==> src/rtl/axi_word_slice.sv <==
// axi_word_slice: chain of STAGES full-throughput valid/ready register slices with flush and occupancy count
module axi_word_slice #(
  parameter int WIDTH  = 32,
  parameter int STAGES = 1,
  parameter int CNT_W  = $clog2(2*STAGES+1)
) (
  input  logic             clock,
  input  logic             reset_n,
  input  logic             flush,
  input  logic             in_valid,
  output logic             in_ready,
  input  logic [WIDTH-1:0] in_data,
  output logic             out_valid,
  input  logic             out_ready,
  output logic [WIDTH-1:0] out_data,
  output logic [CNT_W-1:0] count
);
  if (STAGES < 1 || STAGES > 4) begin : g_bad_stages
    $error("axi_word_slice: STAGES must be in 1..4");
  end
  logic [STAGES-1:0]            mv_q, mv_d, sv_q, sv_d;
  logic [STAGES-1:0][WIDTH-1:0] md_q, md_d, sd_q, sd_d;
  logic [CNT_W-1:0]             cnt_q, cnt_d;
  logic [STAGES:0]              chain_v, rdy;
  logic [STAGES:0][WIDTH-1:0]   chain_d;
  logic [STAGES-1:0]            in_fire, out_fire;
  // ready of every slice is its registered skid-empty flag, so no ready path crosses slices
  assign chain_v  = {mv_q, in_valid & ~flush};
  assign chain_d  = {md_q, in_data};
  assign rdy      = {out_ready, ~sv_q};
  assign in_fire  = chain_v[STAGES-1:0] & ~sv_q;
  assign out_fire = mv_q & rdy[STAGES:1];
  always_comb begin
    mv_d  = mv_q;
    sv_d  = sv_q;
    md_d  = md_q;
    sd_d  = sd_q;
    cnt_d = '0;
    for (int k = 0; k < STAGES; k++) begin
      mv_d[k] = !flush && (sv_q[k] || in_fire[k] || (mv_q[k] && !out_fire[k]));
      sv_d[k] = !flush && (sv_q[k] ? !out_fire[k] : (mv_q[k] && in_fire[k] && !out_fire[k]));
      md_d[k] = sv_q[k] ? (out_fire[k] ? sd_q[k] : md_q[k])
              : (in_fire[k] && (!mv_q[k] || out_fire[k])) ? chain_d[k] : md_q[k];
      sd_d[k] = (!sv_q[k] && mv_q[k] && in_fire[k] && !out_fire[k]) ? chain_d[k] : sd_q[k];
      cnt_d   = cnt_d + CNT_W'(mv_d[k]) + CNT_W'(sv_d[k]);
    end
  end
  always_ff @(posedge clock or negedge reset_n) begin
    if (!reset_n) begin
      mv_q  <= '0;
      sv_q  <= '0;
      md_q  <= '0;
      sd_q  <= '0;
      cnt_q <= '0;
    end else begin
      mv_q  <= mv_d;
      sv_q  <= sv_d;
      md_q  <= md_d;
      sd_q  <= sd_d;
      cnt_q <= cnt_d;
    end
  end
  assign in_ready  = ~sv_q[0];
  assign out_valid = mv_q[STAGES-1];
  assign out_data  = md_q[STAGES-1];
  assign count     = cnt_q;
endmodule

==> config.mk <==
export PLATFORM = sky130hd
export DESIGN_NAME = axi_word_slice
export DESIGN_NICKNAME = d
export VERILOG_FILES = /design/src/rtl/axi_word_slice.sv
export SDC_FILE = /design/constraint.sdc
export NUM_CORES = 1
export LEC_CHECK = 0
export CORE_MARGIN = 8
export CORE_UTILIZATION = 30
export DETAILED_ROUTE_END_ITERATION = 10
export GPL_ROUTABILITY_DRIVEN = 0
export PLACE_DENSITY_LB_ADDON = 0.12
export SYNTH_ARGS = -nofsm -noshare
export SYNTH_HDL_FRONTEND = slang
export SYNTH_SLANG_ARGS = --single-unit
==> constraint.sdc <==
create_clock -name clock -period 1.66 [get_ports clock]
set_clock_uncertainty 0.1 [all_clocks]
set_input_delay 0.332 -clock clock [delete_from_list [all_inputs] [get_ports clock]]
set_output_delay 0.332 -clock clock [all_outputs]
set_load 0.02 [all_outputs]
# [Word-level counts from Yosys, hierarchy flattened]
# Index checks and enable logic that the tools add are counted.
[op_classes] add_sub_neg=1 n_eq_ne=1 muxes=4 bitwise=5 reduce_logical=18
[op_table] op="2-to-1 mux 32 bit" count=3
[op_table] op="logical AND 1 bit" count=9
[op_table] op="zero test 1 bit" count=4
[op_table] op="AND 1 bit" count=3
[op_table] op="logical OR 1 bit" count=3
[op_table] op="adder 1 x 1 -> 2 bit" count=1
[op_table] op="!= test 2 x 1 -> 1 bit (second input constant)" count=1
[op_table] op="inverter 1 bit" count=2
[op_table] op="AND reduction 2 bit" count=1
[op_table] op="nonzero test 2 bit" count=1
[op_table] op="2-to-1 mux 1 bit" count=1
[word_totals] register_bits=68 input_bits=37 out_inout_bits=36

# [Depth between registers and ports, before layout]
[depth] depth_word=8 depth_mapped=5 mapped_depth_nobuf=3

# [Worst setup path after synthesis]
# Ideal clock, no wire load.
[synth_path] path_kind="register to register" startpoint="register mv_q (netlist: out_valid)" endpoint="register sd_q[10] in the netlist's numbering" setup_time_ps=125 arrival_ps=1455 t_required_ps=1435 path_slack_ps=-20 path_stages_with_launch=5 n_path_buf=1 path_cell_list="dfrtp_1 -> nand2b_1 -> nor3b_4 -> buf_6 -> mux2_2"
[synth_between] elab_chain_len=3 word_cells_on_any_way=5 classes_between="1 x bitwise; 4 x reduce/logical"
[synth_lines] element="from (decl)" line="21" rtl="logic [STAGES-1:0] mv_q, mv_d, sv_q, sv_d;"
[synth_lines] element="from (signal assigned)" line="56" rtl="mv_q <= mv_d;"
[synth_lines] element="AND 1 bit or logical AND 1 bit (tied branches)" line="32, 44"
[synth_lines] element="zero test 1 bit or logical AND 1 bit (tied branches)" line="44" rtl="sd_d[k] = (!sv_q[k] && mv_q[k] && in_fire[k] && !out_fire[k]) ? chain_d[k] : sd_q[k];"
[synth_lines] element="logical AND 1 bit (*)" line="44"
[synth_lines] element="to (signal assigned)" line="53" rtl="sd_q <= '0;"
[synth_lines] element="to (signal assigned)" line="59" rtl="sd_q <= sd_d;"
[synth_lines] element="to (decl)" line="22" rtl="logic [STAGES-1:0][WIDTH-1:0] md_q, md_d, sd_q, sd_d;"
# Mark *: on every way between the ends. The rest lies on a longest branch, timed or not.
# A chain may end at the register's enable or synchronous reset.

# [Worst setup path in the final report]
[layout_path] startpoint="register sv_q" endpoint="register sd_q[9] in the netlist's numbering"
[layout_between] elab_chain_len=4 word_cells_on_any_way=6 classes_between="2 x bitwise; 4 x reduce/logical"
[layout_lines] element="from (decl)" line="21"
[layout_lines] element="from (signal assigned)" line="57" rtl="sv_q <= sv_d;"
[layout_lines] element="inverter 1 bit or zero test 1 bit (tied branches)" line="31, 44"
[layout_lines] element="AND 1 bit or logical AND 1 bit (tied branches)" line="31, 44"
[layout_lines] element="logical AND 1 bit (*) (2 in series)" line="44"
# Marks and branches as above.

==> impl_metrics.ini <==
[cts]
path_clk_slew_ns = 0.08
clkLatencyLatePin_ns = 0.33
cts_htree_levels = 3
cts_root_buf = clkbuf_8
cts_buffers = 9
cts_tree = built
clockBufferDepth = 2
cts_num_sinks = 68

[floorplanning]
fp.dieH_um = 115
fp.dieW_um = 115
num_io_pins = 73
row_count = 36
initial_utilization_pct = 30.6
design.die.area_mm2 = 0.0133
core_area_mm2 = 0.00968

[worst_setup_path]
r2r-start = sv_q
worst-path-buf-inv = 3
cp.arrival_ns = 1.74
critical_path.top_delay_family = flip-flops
crit_path_max_fanout = 6
rr_endpoint = sd_q[9]
r2r_cells = 5
reg2reg_setup_slack_ns = 0.03
cp-end-kind = register
crit_required_ns = 1.77
crit_slowest_cell = dfrtp_2
start_kind = register
path_class = register to register
cp_cell_sequence = nor3b_4 -> buf_6 -> buf_12 -> clkbuf_16 -> mux2_2
slowest_delay_ns = 0.49

[cells_and_area]
most-common-layout-cells = mux2_2 (90), dfrtp_1 (66), dlygate4sd2_1 (37)
drive_gt1_share_pct = 50.0
layout_commonest_cell = mux2_2
syn_to_final_growth_pct = 45.0
nets = 317
final_cells = 417
insertedDiodeCount = 0

[timing]
grt_setup_unrepaired = true
tightest_slew_ns = 0.379
setup_violations = 0
period_needed_ns = 1.63
slew_headroom_pct = 74.8
finalHoldViolCount = 0
maxSlewViolCount = 0
holdWs_ns = 0.368
fin_crit_sh_pct = 98.2
fmax_mhz = 613

[power]
p_int_w = 0.00389
total_power_w = 0.00535
netSwitchingFraction_pct = 27.3
switching_power_w = 0.00146
vdd_drop_max_uv = 456
clkPwrFrac_pct = 31.5
p_comb_share_pct = 25.8
seqPwrFrac_pct = 42.7
p_per_area_mw_per_mm2 = 1250
p_leak_nw = 1.86

[hold_path]
min_from = out_ready
hold_end = sv_q
hp-class = input pin to register
holdPathStages = 3

[routing]
wl_per_cell_um = 15.9
num_vias = 1830
drt_iter0_drc = 50
antenna_violating_nets_post_route = 0
firstDrtPassIters = 3
drc = 0
routed_wl_um = 6650
viasPerCell = 4.39

[run]
max-cap-violations = 0

[global_route]
grt_max_degree = 69
grt_first_pass_wirelength_um = 10500
grt.total_usage_pct = 10.3
antenna_found_initial = 0
grt_pass1_vias = 1978
overflow = 0

[synthesis]
synthCells = 185
syn_area_mm2 = 0.00296
yosys_warnings = 0
synth_cell_types = 14
synth_area_per_cell_um2 = 16.0
syn_nets = 223
ys_ff_latch = 68
synth_top_area_cell = dfrtp_1
synth_seq_area_share_pct = 57.5
synth_top_area_share_pct = 57.5
synth_area_leaders = dfrtp_1 (57%), mux2_2 (37%), buf_6 (1.5%)

[placed_design]
hpwl_um = 4300
dp.cells = 393
port_buffers = 72

[run_status]
status = finished clean
how the worst max path moves through the flow:
stage / cells past startpoint / start / slack (ns) / end
CTS: 2 / sv_q / -0.03 / in_ready
global route: 5 / sv_q / -0.01 / sd_q[9]
global placement: 5 / out_ready / -0.43 / sd_q[27]
detailed placement: 5 / out_ready / -0.47 / sd_q[29]
floorplan: 4 / out_valid / 0.04 / sd_q[10]
finish: 5 / sv_q / 0.03 / sd_q[9]
cell families (layout without fill, tap and decap cells):
kind of cell | count (synthesis) | in the layout | share of synthesized area (%)
multiplexers | 96 | 96 | 36.5
buffers and inverters | 11 | 110 | 2.92
flip-flops | 68 | 68 | 57.5
AND/OR/NAND/NOR | 5 | 5 | 1.48
AO/OA/AOI/OAI | 4 | 4 | 1.18
adder cells (fa/ha/maj) | 1 | 1 | 0.423
power by group through the flow:
stage,logic (W),clock network (W),registers (W)
6_report,0.00138,0.00169,0.00228
4_1_cts,0.00138,0.00173,0.00229
2_1_floorplan,0.000551,0,0.00255
3_3_place_gp,0.00151,0,0.00232
3_5_place_dp,0.00152,0,0.00233
5_1_grt,0.00149,0.00182,0.00235
Yosys cell counts (all sizes together):
cell type / n
mux2: 96
dfrtp: 68
buf: 10
a21oi: 2
nand2b: 2
a211oi: 1
ha: 1
inv: 1
nor2: 1
nor2b: 1
nor3b: 1
o211a: 1
sequential cells by signal, summed over array words and instances, names as in the netlist:
signal     flops
sd_q          32
sv_q           1
out_data      32
count          2
out_valid      1
final cells by class:
class                           instances  area [um2]
Timing Repair Buffer                   93         956
Multi-Input combinational cell        106        1210
Clock inverter                          6         111
Inverter                                1        3.75
Clock buffer                           10         138
Fill cell                             932        5390
Tap cell                              133         166
Sequential cell                        68        1700
per-stage QoR:
stage / cell area, um2 / TNS, ns / utilization [%] / setup slack, ns
global placement: 3920 / -24.82 / 40.5 / -0.433
global route: 4290 / -0.0355 / 44.3 / -0.0121
detailed placement: 3920 / -25.99 / 40.5 / -0.467
CTS: 4240 / -0.0348 / 43.7 / -0.0348
floorplan: 2960 / 0 / - / 0.0371
finish: 4290 / 0 / 44.3 / 0.0293
tightest hold or removal path, stage by stage:
cell and delay (ns):
dlygate4sd2_1 0.23, a211oi_2 0.09, buf_4 0.12
per-layer routing:
metal | vias to the layer above | wire, um | global-route usage (%)
met3 | 4 | 398 | 3.41
met1 | 916 | 3110 | 13.0
met4 | 0 | 59 | 4.47
li1 | 856 | - | -
met5 | - | 0 | 0
met2 | 54 | 3080 | 15.8
repair_timing:
action	in CTS	in global routing
endpoints found under the hold margin	68	0
buffers inserted	4	1
resized for setup	49	10
cloned	2	1
pin swaps	1	1
setup endpoints to repair	98	25
hold buffers	1	0
Note: power is estimated with default switching activity, not from simulation.
